**config.mk**
```make
export PLATFORM = sky130hd
export DESIGN_NAME = iir_coef_loader
export DESIGN_NICKNAME = d
export VERILOG_FILES = /design/src/rtl/iir_coef_pkg.sv /design/src/rtl/iir_coef_bank.sv /design/src/rtl/iir_coef_loader.sv
export SDC_FILE = /design/constraint.sdc
export NUM_CORES = 1
export LEC_CHECK = 0
export BUFFER_PORTS_ARGS = -buffer_cell sky130_fd_sc_hd__buf_4
export CORE_ASPECT_RATIO = 2
export CORE_UTILIZATION = 55
export DETAILED_ROUTE_END_ITERATION = 12
export PLACE_DENSITY = 0.74
export SLEW_MARGIN = 40
export SYNTH_ARGS = -nofsm -noshare
export SYNTH_HDL_FRONTEND = slang
export SYNTH_SLANG_ARGS = --single-unit
```
**constraint.sdc**
```tcl
create_clock -name clk -period 5.2 [get_ports clk]
set_input_delay 1.04 -clock clk [delete_from_list [all_inputs] [get_ports clk]]
set_output_delay 1.04 -clock clk [all_outputs]
set_load 0.03 [all_outputs]
```
**src/rtl/iir_coef_pkg.sv**
```systemverilog
// Shared constants and types for the biquad IIR coefficient loader.
//   COEF_A1..COEF_B2 : bank index of each coefficient
//   COEF_NUM         : number of coefficients per bank
//   IDX_W            : width of a coefficient address
//   CNT_W            : width of the DRAIN/INIT cycle counter
//   state_t          : commit sequencer states
package iir_coef_pkg;

    localparam int unsigned COEF_A1  = 0;
    localparam int unsigned COEF_A2  = 1;
    localparam int unsigned COEF_B0  = 2;
    localparam int unsigned COEF_B1  = 3;
    localparam int unsigned COEF_B2  = 4;
    localparam int unsigned COEF_NUM = 5;
    localparam int unsigned IDX_W    = 3;
    localparam int unsigned CNT_W    = 4;

    typedef enum logic [1:0] {
        IDLE  = 2'd0,
        DRAIN = 2'd1,
        INIT  = 2'd2
    } state_t;

endpackage : iir_coef_pkg

```
**src/rtl/iir_coef_bank.sv**
```systemverilog
// Five-entry coefficient register bank.
// Optional readback port when IIR_COEF_READBACK_EN is defined.
//   clk, rst            : clock, async active-high reset (clears bank)
//   wr_en/wr_idx/wr_data: single-entry write (wr_idx must be legal when wr_en)
//   load_en/load_data   : bulk load of all entries, has priority over wr_en
//   q                   : current bank contents
//   rd_idx/rd_data_c    : combinational indexed read, 0 for illegal index
module iir_coef_bank
    import iir_coef_pkg::*;
#(
    parameter int unsigned W = 8
) (
    input  logic                          clk,
    input  logic                          rst,
    input  logic                          wr_en,
    input  logic [IDX_W-1:0]              wr_idx,
    input  logic [W-1:0]                  wr_data,
    input  logic                          load_en,
    input  logic [COEF_NUM-1:0][W-1:0]    load_data,
`ifdef IIR_COEF_READBACK_EN
    input  logic [IDX_W-1:0]              rd_idx,
    output logic [W-1:0]                  rd_data_c,
`endif
    output logic [COEF_NUM-1:0][W-1:0]    q
);

    // Bank storage: bulk load wins over an indexed write.
    always_ff @(posedge clk or posedge rst) begin
        if (rst) begin
            q <= '0;
        end else if (load_en) begin
            q <= load_data;
        end else if (wr_en) begin
            for (int i = 0; i < int'(COEF_NUM); i++) begin
                if (IDX_W'(i) == wr_idx) begin
                    q[i] <= wr_data;
                end
            end
        end
    end

`ifdef IIR_COEF_READBACK_EN
    // Indexed read; indices past the last coefficient read as zero.
    always_comb begin
        rd_data_c = '0;
        for (int i = 0; i < int'(COEF_NUM); i++) begin
            if (IDX_W'(i) == rd_idx) begin
                rd_data_c = q[i];
            end
        end
    end
`endif

endmodule : iir_coef_bank

```
**src/rtl/iir_coef_loader.sv**
```systemverilog
// Biquad IIR coefficient loader: collects coefficient writes in a shadow
// bank and, on commit, quiesces the filter, pulses init and swaps the shadow
// bank into the active bank that drives the filter.
// Optional feature macro: IIR_COEF_READBACK_EN (adds rd_addr/rd_sel/rd_data).
//   clk, rst              : clock, async active-high reset
//   wr_valid/wr_ready     : coefficient write handshake (ready only in IDLE)
//   wr_addr/wr_data       : 0=A1 1=A2 2=B0 3=B1 4=B2, 5..7 illegal
//   commit                : request to apply the shadow bank
//   run                   : filter enable request, sampled in IDLE only
//   busy                  : commit sequence in progress
//   addr_err/err_clr      : sticky illegal-address flag and its clear
//   A1..B2_coef           : active bank
//   filt_enable           : filter enable
//   filt_init_n           : filter init, active-low
//   shadow_dirty          : shadow written since last commit
//   rd_addr/rd_sel/rd_data: registered readback (0=active, 1=shadow)
module iir_coef_loader
    import iir_coef_pkg::*;
#(
    parameter int unsigned max_coef_width = 8,
    parameter int unsigned init_cycles    = 2,
    parameter int unsigned drain_cycles   = 1
) (
    input  logic                        clk,
    input  logic                        rst,
    input  logic                        wr_valid,
    output logic                        wr_ready,
    input  logic [IDX_W-1:0]            wr_addr,
    input  logic [max_coef_width-1:0]   wr_data,
    input  logic                        commit,
    input  logic                        run,
    output logic                        busy,
    output logic                        addr_err,
    input  logic                        err_clr,
`ifdef IIR_COEF_READBACK_EN
    input  logic [IDX_W-1:0]            rd_addr,
    input  logic                        rd_sel,
    output logic [max_coef_width-1:0]   rd_data,
`endif
    output logic [max_coef_width-1:0]   A1_coef,
    output logic [max_coef_width-1:0]   A2_coef,
    output logic [max_coef_width-1:0]   B0_coef,
    output logic [max_coef_width-1:0]   B1_coef,
    output logic [max_coef_width-1:0]   B2_coef,
    output logic                        filt_enable,
    output logic                        filt_init_n,
    output logic                        shadow_dirty
);

    localparam int unsigned W          = max_coef_width;
    localparam logic        SKIP_DRAIN = (drain_cycles == 0);
    localparam logic [CNT_W-1:0] DRAIN_LOAD = CNT_W'(drain_cycles - 1);
    localparam logic [CNT_W-1:0] INIT_LOAD  = CNT_W'(init_cycles - 1);

    state_t                     state, next_state;
    logic [CNT_W-1:0]           cnt, cnt_next;
    logic                       load_active;
    logic                       busy_d, filt_enable_d, filt_init_n_d;
    logic                       wr_acc, wr_legal, shadow_we;
    logic [COEF_NUM-1:0][W-1:0] shadow_q, shadow_post, active_q;

    assign wr_ready  = (state == IDLE);
    assign wr_acc    = wr_valid & wr_ready;
    assign wr_legal  = (wr_addr < IDX_W'(COEF_NUM));
    assign shadow_we = wr_acc & wr_legal;

    // Shadow contents including a same-cycle write, so a commit that lands
    // together with a write (and skips DRAIN) still swaps the new value.
    always_comb begin
        shadow_post = shadow_q;
        if (shadow_we) begin
            for (int i = 0; i < int'(COEF_NUM); i++) begin
                if (IDX_W'(i) == wr_addr) begin
                    shadow_post[i] = wr_data;
                end
            end
        end
    end

    // State and counter register.
    always_ff @(posedge clk or posedge rst) begin
        if (rst) begin
            state <= IDLE;
            cnt   <= '0;
        end else begin
            state <= next_state;
            cnt   <= cnt_next;
        end
    end

    // Next state; active bank is loaded on the edge that enters INIT so new
    // coefficients are on the outputs during the first INIT cycle.
    always_comb begin
        next_state  = state;
        cnt_next    = cnt;
        load_active = 1'b0;
        unique case (state)
            IDLE: begin
                if (commit) begin
                    if (SKIP_DRAIN) begin
                        next_state  = INIT;
                        cnt_next    = INIT_LOAD;
                        load_active = 1'b1;
                    end else begin
                        next_state = DRAIN;
                        cnt_next   = DRAIN_LOAD;
                    end
                end
            end
            DRAIN: begin
                if (cnt == '0) begin
                    next_state  = INIT;
                    cnt_next    = INIT_LOAD;
                    load_active = 1'b1;
                end else begin
                    cnt_next = cnt - CNT_W'(1);
                end
            end
            INIT: begin
                if (cnt == '0) begin
                    next_state = IDLE;
                end else begin
                    cnt_next = cnt - CNT_W'(1);
                end
            end
            default: begin
                next_state = IDLE;
                cnt_next   = '0;
            end
        endcase
        busy_d        = (next_state != IDLE);
        filt_enable_d = (next_state == IDLE) & run;
        filt_init_n_d = (next_state != INIT);
    end

    // Registered control outputs and status flags.
    always_ff @(posedge clk or posedge rst) begin
        if (rst) begin
            busy         <= 1'b0;
            filt_enable  <= 1'b0;
            filt_init_n  <= 1'b1;
            addr_err     <= 1'b0;
            shadow_dirty <= 1'b0;
        end else begin
            busy        <= busy_d;
            filt_enable <= filt_enable_d;
            filt_init_n <= filt_init_n_d;
            if (wr_acc && !wr_legal) begin
                addr_err <= 1'b1;
            end else if (err_clr) begin
                addr_err <= 1'b0;
            end
            if (load_active) begin
                shadow_dirty <= 1'b0;
            end else if (shadow_we) begin
                shadow_dirty <= 1'b1;
            end
        end
    end

`ifdef IIR_COEF_READBACK_EN
    logic [W-1:0] shadow_rd_c, active_rd_c;
`endif

    iir_coef_bank #(.W(W)) u_shadow (
        .clk       (clk),
        .rst       (rst),
        .wr_en     (shadow_we),
        .wr_idx    (wr_addr),
        .wr_data   (wr_data),
        .load_en   (1'b0),
        .load_data ('0),
`ifdef IIR_COEF_READBACK_EN
        .rd_idx    (rd_addr),
        .rd_data_c (shadow_rd_c),
`endif
        .q         (shadow_q)
    );

    iir_coef_bank #(.W(W)) u_active (
        .clk       (clk),
        .rst       (rst),
        .wr_en     (1'b0),
        .wr_idx    ('0),
        .wr_data   ('0),
        .load_en   (load_active),
        .load_data (shadow_post),
`ifdef IIR_COEF_READBACK_EN
        .rd_idx    (rd_addr),
        .rd_data_c (active_rd_c),
`endif
        .q         (active_q)
    );

`ifdef IIR_COEF_READBACK_EN
    // Registered readback, one cycle latency.
    always_ff @(posedge clk or posedge rst) begin
        if (rst) begin
            rd_data <= '0;
        end else begin
            rd_data <= rd_sel ? shadow_rd_c : active_rd_c;
        end
    end
`endif

    assign A1_coef = active_q[COEF_A1];
    assign A2_coef = active_q[COEF_A2];
    assign B0_coef = active_q[COEF_B0];
    assign B1_coef = active_q[COEF_B1];
    assign B2_coef = active_q[COEF_B2];

endmodule : iir_coef_loader

```
==> run_results.csv, run 1 <==
group,metric,value,unit
pwr,p_leak,2.33,nW
place,portBuffers,62,
grt,grt.busiest_layer,"met2",
grt,antenna_found_initial,0,
finish,fillers,626,
critical_path,path_cells,"inv_1 -> ha_1 -> buf_4",
sta,min_period,2720,ps
sta,slew_headroom,53.1,%
sta,rsz0062_at_grt,"no",
status,status,"complete, no violations",
floorplanning,die_area,0.00829,mm^2
pwr,p_seq_share,34.7,%
critical_path,slowest_delay,490,ps
synthesis,synthFlopType,"dfrtp_1",
clocking,cts_tree,"done",
clocking,clk_pin_slew,60,ps
grt,gr-total-overflow,0,
critical_path,worst-path-max-fanout,13,
place,globalplace.congestion,0.873,
detailed_routing,drcViolationCount,0,
sta,worst_pin_slew,702,ps
sta,final_max_slew_viol_count,0,
critical_path,arrival,1680,ps
finish,register_area,0.00228,mm^2
min_path,hold_path.class,"flip-flop to flip-flop",
clocking,post-cts-setup-buffer-count,0,
clocking,post_cts_resized,0,
pwr,p_int,0.00206,W
place,dp_hpwl,7420,um
job,drv_cap,0,
synthesis,yosysSeqAreaShare,52.4,%
floorplanning,dieHeight,128,um
grt,grt_max_degree,54,
floorplanning,initial_core_util,57.2,%
sta,fin_crit_sh,52.3,%
detailed_routing,drt-initial-drc-count,281,
synthesis,synth-seq-cells,91,
pwr,p_switching,0.00148,W
detailed_routing,wirelength,11200,um
finish,final_common_cell,"dfrtp_1",
clocking,cts_made_buffers,9,
pwr,pwr-share-comb,44.7,%
synthesis,syn_area,0.00435,mm^2
grt,met2_usage,49.4,%
finish,layout_common_cells,"dfrtp_1 (90), buf_4 (66), o21ai_1 (45)",
synthesis,avgSynthCellArea,10.1,um^2
synthesis,syn-instance-count,430,
synthesis,ys_warn_count,0,
place,dp_slack,2460,ps
floorplanning,rows,45,
grt,met1_usage,36.4,%
critical_path,path_buf_inv,2,
finish,multi_input_area,0.00180,mm^2
synthesis,synthesis.nets,453,
finish,syn_to_final_growth,17.5,%
detailed_routing,vias,3559,
grt,grt.total_usage,29.6,%
pwr,p_per_area,693,mW/mm^2
detailed_routing,antenna_left,0,
critical_path,crit_family,"adder cells",
finish,diodes,0,
detailed_routing,via_per_inst,6.31,
finish,drive_gt1_share,21.5,%
pwr,clkPwrFrac,20.7,%
detailed_routing,avgRoutedWirePerCell,19.9,um
synthesis,synth_edf_count,0,
grt,use_met3,3.91,%
sta,hold_viol,0,
critical_path,cp-end-kind,"output port",
clocking,postCtsHoldBufs,0,
critical_path,crit_required,4160,ps
sta,clock_skew,7.42,ps
clocking,numClockSinks,91,
critical_path,start_kind,"flip-flop",
finish,finalNetCount,488,
synthesis,synthArstFlopShare,100,%
sta,max_freq,367,MHz
critical_path,crit_slowest_cell,"ha_1",
clocking,cts_root_buf,"clkbuf_16",
synthesis,synthDistinctLibCells,52,
floorplanning,ios,63,
grt,grt_pass1_wl,18200,um
pwr,ir_drop,0.409,mV
clocking,htreeDepth,3,
clocking,clock_path_buffers,2,
sta,final-setup-viol-count,0,
pwr,switching_share,41.7,%
clocking,clkLatencyLatePin,350,ps
critical_path,crit_type,"flip-flop to output port",
grt,grt_pass1_vias,3522,
detailed_routing,drt_pass1_iterations,5,
floorplanning,core,0.00760,mm^2
sta,setup_slack,2480,ps
floorplanning,die_w,64.9,um
sta,tns,0,ps
-- worst register-to-register path: cells and delay by family (launching register included) --
kind          cells  cell delay (ps)
buf+inv           1              150
fa+ha+maj         1              490
flops             1              440
simple gates      2              970
mux               1              370
-- power groups by stage --
| stage | combinational, W | sequential, W | clock (W) |
|---|---|---|---|
| 2_1_floorplan | 0.000853 | 0.00149 | 0 |
| 3_3_place_gp | 0.00154 | 0.00122 | 0 |
| 3_5_place_dp | 0.00158 | 0.00123 | 0 |
| 4_1_cts | 0.00158 | 0.00122 | 0.000734 |
| 5_1_grt | 0.00173 | 0.00126 | 0.000764 |
| 6_report | 0.00158 | 0.00123 | 0.000731 |
-- per-layer routing --
metal / routed length, um / up-vias
met5: 0 / -
met4: 412 / 0
met3: 428 / 26
met2: 5930 / 107
met1: 4430 / 1780
li1: - / 1646
-- synth_stat cells (2+ instances only) --
master | number | area (um^2)
a21oi_1 | 9 | 45.0
a31oi_1 | 10 | 62.6
clkbuf_2 | 7 | 35.0
mux2_1 | 17 | 191
nand4_1 | 32 | 200
nand4bb_1 | 2 | 22.5
nor2_4 | 2 | 22.5
o21ai_1 | 45 | 225
nor2_1 | 11 | 41.3
nor3_1 | 2 | 10.0
buf_4 | 2 | 15.0
a22o_1 | 2 | 17.5
a211o_1 | 2 | 17.5
nor4bb_1 | 2 | 20.0
nand3_1 | 34 | 170
buf_2 | 19 | 95.1
o31ai_1 | 2 | 15.0
nand2b_1 | 3 | 18.8
ha_1 | 6 | 75.1
o311ai_1 | 8 | 70.1
clkbuf_1 | 14 | 52.6
o21ai_0 | 4 | 20.0
o211ai_1 | 24 | 180
inv_1 | 16 | 60.1
a211oi_2 | 2 | 25.0
dfrtp_1 | 90 | 2250
nand2_1 | 37 | 139
nand2_2 | 2 | 12.5
-- cells by family (layout without fill, tap and decap cells) --
family / Yosys count / after routing / share of synthesized area (%)
DFF: 91 / 91 / 52.4
buffers and inverters: 60 / 100 / 6.10
AOI/OAI and AO/OA: 114 / 114 / 16.9
and+or+nand+nor: 141 / 141 / 18.1
adders and majority gates: 6 / 6 / 1.73
muxes: 18 / 18 / 4.75
-- cell type report --
| type | count | share of cell area (%) |
|---|---|---|
| timing repair buffer | 67 | 9.92 |
| clock inverter | 6 | 1.84 |
| inverter | 17 | 1.35 |
| tap | 94 | 2.30 |
| sequential | 91 | 44.6 |
| multi-input combinational | 279 | 35.3 |
| clock buffer | 10 | 4.68 |
-- registers in the layout, summed over array words and instances, names as in the netlist --
| register | count |
|---|---|
| u_active.q | 40 |
| u_shadow.q | 40 |
| cnt | 4 |
| state | 2 |
| addr_err | 1 |
| busy | 1 |
| filt_enable | 1 |
| filt_init_n | 1 |
| shadow_dirty | 1 |
-- path summary, 6_finish.rpt --
kind / start / end / slack, ps / depth (start not counted)
max: state[1]$_DFF_PP0_ / wr_ready / 2480 / 3
min: u_active.q[5]$_DFFE_PP0P_ / u_active.q[5]$_DFFE_PP0P_ / 500 / 2
max reg2reg: state[1]$_DFF_PP0_ / u_shadow.q[21]$_DFF_PP0_ / 2670 / 5
min reg2reg: u_active.q[5]$_DFFE_PP0P_ / u_active.q[5]$_DFFE_PP0P_ / 500 / 2
max in group asynchronous: rst / filt_init_n$_DFF_PP1_ / 3570 / 3
min in group asynchronous: rst / u_active.q[0]$_DFFE_PP0P_ / 710 / 2
-- through the flow --
step	power, W	instances	util [%]	hold slack (ps)	cell area (um^2)
after floorplan	0.00234	430	-	458	4350
after global placement	0.00276	547	62.6	468	4760
after detailed placement	0.00281	547	62.7	475	4760
after CTS	0.00354	563	67.1	494	5100
after global routing	0.00375	564	67.2	507	5110
final	0.00354	564	67.2	496	5110
Power figures use the tool's default switching activity.
==> inputs of run 2 (changes only) <==
==> constraint.sdc (replaced) <==
create_clock -name clk -period 2.7 [get_ports clk]
set_input_delay 0.54 -clock clk [delete_from_list [all_inputs] [get_ports clk]]
set_output_delay 0.54 -clock clk [all_outputs]
set_load 0.03 [all_outputs]
==> run 2 against run 1 <==
Against the previous run: setup slack lost 1900 ps; wire length shrank 1.5%; die area is the same; flip-flop and latch count is the same; first-iteration DRC count grew 11%; power grew 91%; non-clock buffer count grew 5; count of clock-buffer cells in the layout is the same; critical path depth grew 2; critical endpoint is now u_active.q[32]$_DFFE_PP0P_; largest cell class unchanged; largest power group unchanged; highest routed layer unchanged.
==> run_results.csv, run 2 (synthesis results as in run 1) <==
group,metric,value,unit
status,status,"complete, no violations",
finish,layout_common_cells,"dfrtp_1 (90), buf_4 (69), o21ai_1 (45)",
finish,syn_to_final_growth,18.9,%
grt,grt_max_degree,42,
detailed_routing,drt-initial-drc-count,312,
sta,fin_crit_sh,80.1,%
sta,clock_skew,8.93,ps
min_path,hold_path.class,"primary input to async pin",
detailed_routing,avgRoutedWirePerCell,19.4,um
pwr,p_leak,2.36,nW
clocking,clk_pin_slew,60,ps
clocking,cts_tree,"done",
floorplanning,ios,63,
pwr,switching_share,41.2,%
finish,diodes,0,
job,drv_cap,0,
pwr,fin_total_pwr,0.00677,W
critical_path,crit_family,"simple AND/OR/NAND/NOR gates",
critical_path,r2r_cells,5,
critical_path,path_buf_inv,1,
clocking,cts_root_buf,"clkbuf_16",
sta,worst_pin_slew,608,ps
critical_path,r2r-end,"u_active.q[32]$_DFFE_PP0P_",
critical_path,rrSetupSlack,540,ps
floorplanning,dieHeight,128,um
detailed_routing,via_per_inst,6.26,
detailed_routing,antenna_left,0,
critical_path,slowest_delay,570,ps
finish,drive_gt1_share,22.2,%
critical_path,path_cells,"inv_1 -> ha_1 -> nand4bb_1 -> o211ai_1 -> nand3_1",
detailed_routing,wirelength,11000,um
critical_path,crit_required,2900,ps
grt,grt.total_usage,28.9,%
detailed_routing,drt_pass1_iterations,5,
finish,final_common_cell,"dfrtp_1",
critical_path,r2r-start,"state[1]$_DFF_PP0_",
grt,grt_pass1_vias,3414,
place,globalplace.congestion,0.893,
clocking,clkLatencyLatePin,340,ps
floorplanning,rows,45,
clocking,post-cts-setup-buffer-count,0,
clocking,postCtsHoldBufs,0,
critical_path,worst-path-max-fanout,15,
sta,tns,0,ps
pwr,p_per_area,1310,mW/mm^2
clocking,htreeDepth,3,
sta,hold_viol,0,
grt,gr-total-overflow,0,
clocking,post_cts_resized,0,
clocking,cts_made_buffers,9,
grt,antenna_found_initial,0,
finish,finalNetCount,493,
finish,fillers,606,
critical_path,crit_slowest_cell,"nand4bb_1",
critical_path,start_kind,"flip-flop",
floorplanning,initial_core_util,57.2,%
place,portBuffers,62,
grt,grt_pass1_wl,17900,um
floorplanning,die_area,0.00829,mm^2
sta,slew_headroom,59.3,%
floorplanning,die_w,64.9,um
critical_path,arrival,2370,ps
critical_path,cp-end-kind,"flip-flop",
critical_path,crit_type,"flip-flop to flip-flop",
detailed_routing,vias,3555,
sta,min_period,2160,ps
sta,final_max_slew_viol_count,0,
pwr,p_int,0.00398,W
clocking,numClockSinks,91,
clocking,clock_path_buffers,2,
pwr,p_seq_share,34.8,%
pwr,p_switching,0.00279,W
pwr,pwr-share-comb,45.6,%
sta,rsz0062_at_grt,"no",
finish,top_regs,"u_active.q (40), u_shadow.q (40), cnt (4)",
floorplanning,core,0.00760,mm^2
sta,final-setup-viol-count,0,
pwr,clkPwrFrac,19.6,%
sta,max_freq,462,MHz
pwr,ir_drop,1.08,mV
place,dp_hpwl,7230,um
detailed_routing,drcViolationCount,0,
## run 2: changes by cell type in the layout (fill, tap and decap cells not counted)
cell | before | now
clkinv_2 | 0 | 2
buf_16 | 0 | 1
inv_6 | 3 | 0
buf_12 | 0 | 2
clkinv_4 | 1 | 0
buf_6 | 1 | 0
clkinvlp_4 | 1 | 2
buf_4 | 66 | 69
## run 2: through the flow
| step | hold slack, ps | setup WS [ps] | utilization [%] | area (um^2) | std cells |
|---|---|---|---|---|---|
| final | 237 | 537 | 68.0 | 5170 | 568 |
| after global routing | 258 | 345 | 68.0 | 5170 | 568 |
| after CTS | 378 | 547 | 67.7 | 5140 | 567 |
| after detailed placement | 481 | 557 | 63.5 | 4830 | 552 |
| after global placement | 467 | 646 | 63.5 | 4830 | 552 |
| after floorplan | 458 | 677 | - | 4350 | 430 |
## run 2: power groups by stage
stage          Sequential (W)  Combinational [W]  Clock (W)
6_report              0.00236            0.00309    0.00133
5_1_grt               0.00241            0.00335    0.00141
4_1_cts               0.00235            0.00309    0.00135
3_5_place_dp          0.00236            0.00308          0
3_3_place_gp          0.00234            0.00299          0
2_1_floorplan         0.00286            0.00164          0
## run 2: cell type report
cell class              instances  area [um^2]  area share (%)
well taps                      94          118            2.27
repair buffers                 72          586            11.3
clock inverters                 5         77.6            1.50
multi-input cells             279         1800            34.9
flip-flops and latches         91         2280            44.1
clock buffers                  10          239            4.62
inverters                      17         67.6            1.31
## run 2: how the worst max path moves through the flow
| stage | startpoint | to | slack, ps | cells past startpoint |
|---|---|---|---|---|
| floorplan | state[1]$_DFF_PP0_ | u_shadow.q[23]$_DFF_PP0_ | 680 | 6 |
| global placement | state[1]$_DFF_PP0_ | u_shadow.q[39]$_DFF_PP0_ | 650 | 5 |
| CTS | state[1]$_DFF_PP0_ | u_active.q[32]$_DFFE_PP0P_ | 550 | 5 |
| global route | state[1]$_DFF_PP0_ | u_active.q[32]$_DFFE_PP0P_ | 350 | 5 |
| detailed placement | state[1]$_DFF_PP0_ | u_active.q[32]$_DFFE_PP0P_ | 560 | 5 |
| finish | state[1]$_DFF_PP0_ | u_active.q[32]$_DFFE_PP0P_ | 540 | 5 |
## run 2: routing by layer
layer	global-route usage, %	share of wire (%)
met5	0	0
met4	12.0	2.2
met3	4.89	5.2
met2	47.7	54
met1	36.9	39
